**src/rtl/spi_arb.sv**
```systemverilog
// Round-robin arbiter/sequencer sharing one SPI memory controller.
// One outstanding transaction; status and read data return to the grantee.
module spi_arb #(
  parameter int NREQ       = 4,
  parameter int ADDR_LIMIT = 32,
  parameter int TIMEOUT    = 1024
) (
  input  logic            clk,
  input  logic            rst,
  input  logic [NREQ-1:0] req,
  input  logic [NREQ-1:0] req_wr,
  input  logic [8*NREQ-1:0] req_addr,
  input  logic [8*NREQ-1:0] req_din,
  output logic [NREQ-1:0] gnt,
  output logic [NREQ-1:0] rsp_done,
  output logic [NREQ-1:0] rsp_err,
  output logic [7:0]      rsp_dout,
  output logic            busy,
  output logic            ctrl_start,
  output logic            ctrl_wr,
  output logic [7:0]      ctrl_addr,
  output logic [7:0]      ctrl_din,
  input  logic            ctrl_done,
  input  logic            ctrl_err,
  input  logic [7:0]      ctrl_dout
);

  localparam int IW = (NREQ > 1) ? $clog2(NREQ) : 1;
  localparam int TW = $clog2(TIMEOUT) + 1;
  localparam logic [8:0]    LIMIT = 9'(ADDR_LIMIT);
  localparam logic [TW-1:0] T_END = TW'(TIMEOUT - 1);
  localparam logic [IW-1:0] I_MAX = IW'(NREQ - 1);

  typedef enum logic [1:0] {
    S_IDLE, S_CHECK, S_WAIT, S_RESP
  } state_e;

  state_e          state_q, state_d;
  logic [IW-1:0]   ptr_q, ptr_d;
  logic [IW-1:0]   idx_q, idx_d;
  logic            wr_q, wr_d;
  logic [7:0]      addr_q, addr_d;
  logic [7:0]      din_q, din_d;
  logic            err_q, err_d;
  logic [TW-1:0]   timer_q, timer_d;
  logic [7:0]      dout_q, dout_d;
  logic [NREQ-1:0] gnt_q, gnt_d;
  logic            start_q, start_d;
  logic [NREQ-1:0] done_q, done_d;
  logic [NREQ-1:0] rerr_q, rerr_d;
  logic [IW-1:0]   sel;

  // Lowest rotation offset from ptr wins: scan offsets high to low
  function automatic logic [IW-1:0] rr_pick(
    input logic [NREQ-1:0] r,
    input logic [IW-1:0]   p
  );
    logic [IW-1:0] s;
    int j;
    s = '0;
    for (int k = NREQ - 1; k >= 0; k--) begin
      j = int'(p) + k;
      if (j >= NREQ) j = j - NREQ;
      if (r[j]) s = IW'(j);
    end
    return s;
  endfunction

  assign sel = rr_pick(req, ptr_q);

  always_comb begin
    state_d = state_q;
    ptr_d   = ptr_q;
    idx_d   = idx_q;
    wr_d    = wr_q;
    addr_d  = addr_q;
    din_d   = din_q;
    err_d   = err_q;
    timer_d = timer_q;
    dout_d  = dout_q;
    gnt_d   = '0;
    start_d = 1'b0;
    done_d  = '0;
    rerr_d  = '0;
    unique case (state_q)
      S_IDLE: begin
        if (|req) begin
          idx_d   = sel;
          wr_d    = req_wr[sel];
          addr_d  = req_addr[8*int'(sel) +: 8];
          din_d   = req_din[8*int'(sel) +: 8];
          gnt_d   = NREQ'(1) << sel;
          state_d = S_CHECK;
        end
      end
      S_CHECK: begin
        if ({1'b0, addr_q} >= LIMIT) begin
          err_d   = 1'b1;
          state_d = S_RESP;
        end else begin
          start_d = 1'b1;
          timer_d = '0;
          state_d = S_WAIT;
        end
      end
      S_WAIT: begin
        timer_d = timer_q + 1'b1;
        if (ctrl_err) begin
          err_d   = 1'b1;
          state_d = S_RESP;
        end else if (ctrl_done) begin
          err_d   = 1'b0;
          if (!wr_q) dout_d = ctrl_dout;
          state_d = S_RESP;
        end else if (timer_q == T_END) begin
          err_d   = 1'b1;
          state_d = S_RESP;
        end
      end
      S_RESP: begin
        done_d  = NREQ'(1) << idx_q;
        rerr_d  = err_q ? (NREQ'(1) << idx_q) : '0;
        ptr_d   = (idx_q == I_MAX) ? '0 : idx_q + 1'b1;
        err_d   = 1'b0;
        state_d = S_IDLE;
      end
      default: state_d = S_IDLE;
    endcase
  end

  always_ff @(posedge clk) begin
    if (rst) begin
      state_q <= S_IDLE;
      ptr_q   <= '0;
      idx_q   <= '0;
      wr_q    <= 1'b0;
      addr_q  <= '0;
      din_q   <= '0;
      err_q   <= 1'b0;
      timer_q <= '0;
      dout_q  <= '0;
      gnt_q   <= '0;
      start_q <= 1'b0;
      done_q  <= '0;
      rerr_q  <= '0;
    end else begin
      state_q <= state_d;
      ptr_q   <= ptr_d;
      idx_q   <= idx_d;
      wr_q    <= wr_d;
      addr_q  <= addr_d;
      din_q   <= din_d;
      err_q   <= err_d;
      timer_q <= timer_d;
      dout_q  <= dout_d;
      gnt_q   <= gnt_d;
      start_q <= start_d;
      done_q  <= done_d;
      rerr_q  <= rerr_d;
    end
  end

  assign gnt        = gnt_q;
  assign rsp_done   = done_q;
  assign rsp_err    = rerr_q;
  assign rsp_dout   = dout_q;
  assign busy       = (state_q != S_IDLE);
  assign ctrl_start = start_q;
  assign ctrl_wr    = wr_q;
  assign ctrl_addr  = addr_q;
  assign ctrl_din   = din_q;

endmodule

```
**config.mk**
```make
export PLATFORM = sky130hd
export DESIGN_NAME = spi_arb
export DESIGN_NICKNAME = d
export VERILOG_FILES = /design/src/rtl/spi_arb.sv
export SDC_FILE = /design/constraint.sdc
export NUM_CORES = 1
export LEC_CHECK = 0
export CAP_MARGIN = 10
export CELL_PAD_IN_SITES_DETAIL_PLACEMENT = 0
export CELL_PAD_IN_SITES_GLOBAL_PLACEMENT = 1
export CORE_UTILIZATION = 31
export CTS_BUF_LIST = sky130_fd_sc_hd__clkbuf_4 sky130_fd_sc_hd__clkbuf_8
export DETAILED_ROUTE_END_ITERATION = 10
export GPL_TIMING_DRIVEN = 1
export PLACE_DENSITY_LB_ADDON = 0.1
export SLEW_MARGIN = 5
export SYNTH_ARGS = -nofsm -noshare
export SYNTH_HDL_FRONTEND = slang
export SYNTH_SLANG_ARGS = --single-unit
```
**constraint.sdc**
```tcl
create_clock -name clk -period 1.8 [get_ports clk]
set_input_delay 0.36 -clock clk [delete_from_list [all_inputs] [get_ports clk]]
set_output_delay 0.36 -clock clk [all_outputs]
set_load 0.05 [all_outputs]
```
==> impl_metrics.ini, run 1 <==
[setup_path]
r2r_cells = 7
crit_arrival_ps = 1870
cpPeakStageDelay_ps = 550
path_depth = 6
crit_family = buffers and inverters
cp-startpoint = req[3]
critPathLaunchType = input pin
rrSetupSlack_ps = 140
r2r_start = timer_q[0]
critical_path_class = in -> reg
crit_fanout = 8
crit_path_top_delay_cell = clkdlybuf4s50_1
crit_required_ps = 1990
r2r-end = state_q[1]
end_kind = flip-flop
crit_buf_inv = 3
path_cells = clkdlybuf4s50_1 -> buf_4 -> o22a_2 -> clkbuf_16 -> mux2i_1 -> o221ai_1

[synthesis]
synth_compound_area_frac = 0.116
avgSynthCellArea_sq_um = 9.86
synth_edf_count = 0
syn_inst = 275
async_flop_share = 0
synth_top_cell_by_area = dfxtp_1
synth_flop_cell = dfxtp_1
yosys_register_bits = 56
yosysWarnings = 0
synthTopCellsByArea = dfxtp_1 (41%), mux2i_1 (18%), o221ai_1 (5.5%), nor2_1 (4.7%), ha_1 (4.6%)
netlist_area_sq_um = 2710
muxShareOfSynthArea = 0.177
ys_seq_area_frac = 0.413
synth-xor-area-share = 0.0291
synth-simple-area-share = 0.163
synth_fa_ha_area_frac = 0.0461
syn_nets = 369
synth_top_family_by_area = multiplexers
synth_cell_type_count = 47
synth_top_area_frac = 0.413

[place]
portBuffers = 122
dp.final_hpwl_um = 5350
pre_cts_ws_ps = -334
place.gp.congestion = 0.733

[global_routing]
grt_pass1_vias = 2480
antenna_found_initial = 0
grt_start_max_net_pins = 20
grt_usage = 0.158
grt_pass1_wl_um = 11200
grt_overflow_total = 0

[sta]
hold_slack_ps = 480
rsz0062_at_grt = no
worst_pin_slew_ps = 357
slew_viol_final = 0
fin_crit_ps = 1680
setup_viol = 0
clock_skew_ps = 12.8
finalHoldViolations = 0
slew_headroom = 0.761
timing.fmax_mhz = 594
final.period_utilization = 0.935
fin_ws_ps = 118

[die]
io_pins = 123
die_y_um = 95.5
rows = 33
die_area_sq_um = 9120
initial_utilization = 0.325
die_w_um = 95.5
core_sq_um = 8340

[job]
cap_violations = 0

[clock_network]
cts_tree = done
h-tree-depth = 2
clock_latency_ps = 310
cts_made_buffers = 5
clock-root-buffer = clkbuf_8
clock_path_buffers = 2
clk_pin_slew_ps = 110
clock_sinks = 56

[pwr]
power.switching_mw = 2.05
p_seq_frac = 0.332
swShare = 0.410
clock_power_share = 0.165
power.leakage_nw = 1.80
p_per_area_nw_per_um2 = 1150
p_int_mw = 2.95
ir_drop_mv = 0.631
power_frac_comb = 0.502

[routing]
ant_nets = 0
num_vias = 2438
dr.pass1.iters = 3
detail_route.vias_per_cell = 4.65
drt-total-wl_um = 6970
drc_errors = 0
routedWlPerCell_um = 13.3
drt_iter0_markers = 40

[worst_hold_path]
hold-path-endpoint = ctrl_din[2]
worstHoldPathType = reg -> reg
min-delay-start = ctrl_din[2]
min_path_cells = 2

[finish]
area.sequential_sq_um = 1120
multi_input_area_sq_um = 1470
nFillCells = 805
drive_above_1_share = 0.210
antenna_cells = 0
syn_to_final_growth_pct = 60.2
fin_nets = 512

[run_status]
outcome = finished, final reports clean
[registers in the layout (all words and copies together) (netlist names)]
register and flops:
ctrl_din 8, ctrl_addr 8, err_q 1, ctrl_wr 1
rsp_err 4, idx_q 2, state_q 2, ctrl_start 1
rsp_dout 8, timer_q 11, gnt 4, ptr_q 2
rsp_done 4
[Yosys cell counts (all sizes together), types with 2 or more instances]
cell type  count
o21ai          4
mux2i         48
nor2          35
and2           4
ha            10
nor4           2
nand3          5
and3           5
a21oi          4
nand2b         4
nand4          3
inv           10
o221ai        17
nand2         25
xor2           6
dfxtp         56
clkbuf         3
nor2b          2
xnor2          3
buf           10
nor3           2
[power groups by stage]
stage	clock network, mW	registers, mW	logic [mW]
6_report	0.827	1.66	2.51
5_1_grt	0.911	1.70	2.71
4_1_cts	0.867	1.67	2.49
3_5_place_dp	0	1.69	2.48
3_3_place_gp	0	1.69	2.47
2_1_floorplan	0	2.26	0.966
[worst max path at each step]
stage | end | slack (ps)
after floorplan | state_q[1] | 140
after global placement | ctrl_addr[3] | -250
after detailed placement | ctrl_addr[3] | -330
after CTS | ctrl_addr[3] | 10
after global routing | state_q[1] | 9
final | ctrl_addr[5] | 120
[worst reg2reg max path: cells and delay by family, from the launching register on]
family | cells | cell delay (ps)
compound gates | 1 | 190
fa+ha+maj | 1 | 180
buf+inv | 1 | 180
flops | 1 | 350
mux | 1 | 200
simple gates | 3 | 450
[cells by family after synthesis]
| family | count (synthesis) |
|---|---|
| and+or+nand+nor | 92 |
| DFF | 56 |
| muxes | 48 |
| AOI/OAI and AO/OA | 37 |
| buffers and inverters | 23 |
| adders and majority gates | 10 |
| xor gates and xnor gates | 9 |
[repair_timing]
action,4_1_cts,5_1_grt
endpoints found under the setup margin,0,25
gates resized for setup,0,10
hold buffers,0,0
hold endpoints to repair,0,0
setup buffers,0,2
[through the flow]
stage	TNS [ps]	std cells	cell area, sq um	total power, mW	util
2_1_floorplan	0	275	2710	3.22	-
3_3_place_gp	-4580	512	4130	4.16	0.496
3_5_place_dp	-5520	512	4130	4.17	0.496
4_1_cts	0	520	4240	5.02	0.509
5_1_grt	0	524	4340	5.33	0.521
6_report	0	524	4340	5.00	0.521
[metal layers]
layer / vias to the layer above / wire length (um) / track usage
met5: - / 0 / 0
met4: 0 / 72 / 0.0373
met3: 5 / 718 / 0.0718
met2: 92 / 3330 / 0.279
met1: 1084 / 2850 / 0.171
li1: 1257 / - / -
[cell type report]
type,instances,share of cell area
repair buffers,149,0.339
multi-input cells,196,0.338
flip-flops and latches,56,0.258
well taps,105,0.0303
clock buffers,5,0.0158
clock inverters,3,0.00980
inverters,10,0.00864
[cells in the final DEF, fill, tap and decap left out, types with 2 or more instances in the layout]
cell / count
nor2_1: 34
and2_1: 4
dlymetal6s2s_1: 3
nor2b_1: 2
o21ai_1: 2
o221ai_1: 17
inv_1: 9
o21ai_0: 2
nor3_1: 2
buf_12: 8
xor2_1: 6
ha_1: 9
dfxtp_1: 55
nand4_1: 3
buf_4: 55
mux2i_1: 47
nand3_1: 5
xnor2_1: 3
clkdlybuf4s50_1: 80
clkbuf_16: 2
clkbuf_8: 5
nand2_1: 24
nand2b_1: 4
a21oi_1: 4
and3_1: 5
Note: power is estimated with default switching activity, not from simulation.
==> run 2: changes to the inputs <==
- CORE_UTILIZATION: 31 -> 45
- DONT_BUFFER_PORTS: default -> 1
==> run 2 against run 1 <==
Net effect:
- clock skew fell by 5.4 ps
- largest power group is now sequential cells
- clock-buffer cell count unchanged
- first-iteration DRC count grew 45%
- sequential share of layout area up 12 points
- critical path type is now reg -> out
==> impl_metrics.ini, run 2 (synthesis results as in run 1) <==
[sta]
timing.fmax_mhz = 578
finalHoldViolations = 0
slew_headroom = 0.651
fin_crit_ps = 1730
clock_skew_ps = 7.37
setup_viol = 0
fin_ws_ps = 69.6
rsz0062_at_grt = yes
slew_viol_final = 0
worst_pin_slew_ps = 522
final.period_utilization = 0.961
hold_slack_ps = 99.9

[place]
place.gp.congestion = 0.814
place_area_sq_um = 2860
portBuffers = 0
dp.final_hpwl_um = 3980
pre_cts_ws_ps = 52.3

[finish]
drive_above_1_share = 0.136
final_common_cell = dfxtp_1
fin_nets = 380
finalInstanceArea_sq_um = 2970
antenna_cells = 0
final_cell_mix = dfxtp_1 (55), mux2i_1 (48), nor2_1 (34)
top_register = timer_q
syn_to_final_growth_pct = 9.64
largest_reg_flops = 11

[global_routing]
grt_overflow_total = 0
antenna_found_initial = 0
grt_start_max_net_pins = 39
grt_pass1_wl_um = 8440
grt_usage = 0.171
grt_pass1_vias = 1844

[job]
cap_violations = 0

[setup_path]
crit_path_top_delay_cell = dfxtp_1
crit_arrival_ps = 1370
path_cells = inv_1 -> ha_1 -> clkinvlp_4
end_kind = output pin
crit_fanout = 4
critical_path_class = reg -> out
critPathLaunchType = flip-flop
cpPeakStageDelay_ps = 360
crit_required_ps = 1440
crit_buf_inv = 2
rrSetupSlack_ps = 130
crit_family = buffers and inverters

[routing]
detail_route.vias_per_cell = 5.48
dr.pass1.iters = 3
drt_iter0_markers = 58
ant_nets = 0
routedWlPerCell_um = 14.6
num_vias = 1968
drc_errors = 0
drt-total-wl_um = 5260

[die]
initial_utilization = 0.481
io_pins = 123
die_area_sq_um = 6340
core_sq_um = 5640
die_w_um = 79.6
rows = 27
die_y_um = 79.6

[worst_hold_path]
worstHoldPathType = in -> reg

[clock_network]
clock_latency_ps = 310
h-tree-depth = 2
clk_pin_slew_ps = 100
clock-root-buffer = clkbuf_8
cts_tree = done
clock_path_buffers = 2
clock_sinks = 56
post_cts_buffers = 0
cts_made_buffers = 5
cts_hold_buf = 0

[pwr]
ir_drop_mv = 0.721
power.leakage_nw = 1.15
p_per_area_nw_per_um2 = 1430

[run_status]
outcome = finished, final reports clean
## run 2: changes by cell type in the layout (fill, tap and decap cells not counted), moves of 2 or more
cell,previous run,this run
clkdlybuf4s50_1,80,0
buf_4,55,14
clkbuf_16,2,0
nor4_2,0,2
dlymetal6s2s_1,3,0
clkinv_4,0,2
buf_12,8,3
## run 2: cell type report
class | instances | area [sq um]
clock buffer | 5 | 68.8
clock inverter | 3 | 26.3
fill | 528 | 2670
inverter | 10 | 41.3
multi-input combinational | 196 | 1460
sequential | 56 | 1120
tap | 72 | 90.1
timing repair buffer | 17 | 165
## run 2: where the power goes
group          switching, mW  internal (mW)  total (mW)
clock                  0.434          0.285       0.719
sequential             0.677           1.47        2.15
combinational          0.819          0.560        1.38
total                   1.93           2.32        4.25
## run 2: timing repair
action	in CTS	in global routing
endpoints found under the setup margin	1	12
pin swaps	0	0
gates resized for setup	1	4
endpoints found under the hold margin	0	0
## run 2: worst register-to-register path, stage by stage (launching register included)
cell,delay [ps]
dfxtp_1,360
inv_1,130
ha_1,370
nor4b_2,250
buf_4,220
mux2i_1,210
nor2_1,50
## run 2: final timing paths
check	to	from	cells past startpoint
setup / recovery	busy	state_q[0]	3
hold / removal	ptr_q[0]	rst	1
setup reg to reg	rsp_dout[0]	state_q[0]	6
hold reg to reg	rsp_err[2]	err_q	1
## run 2: per-stage QoR
step | setup TNS (ps) | std cells | power (mW) | util
after CTS | 0 | 359 | 4.29 | 0.525
final | 0 | 359 | 4.25 | 0.527
after floorplan | 0 | 275 | 3.22 | -
after detailed placement | 0 | 351 | 3.56 | 0.507
after global routing | -93.2 | 359 | 4.52 | 0.527
after global placement | 0 | 351 | 3.56 | 0.507
## run 2: metal layers
metal | routed length (um) | vias to the layer above | global-route usage
met1 | 2370 | 885 | 0.206
li1 | - | 991 | -
met3 | 359 | 7 | 0.0503
met5 | 0 | - | 0
met4 | 70 | 0 | 0.0655
met2 | 2460 | 85 | 0.285
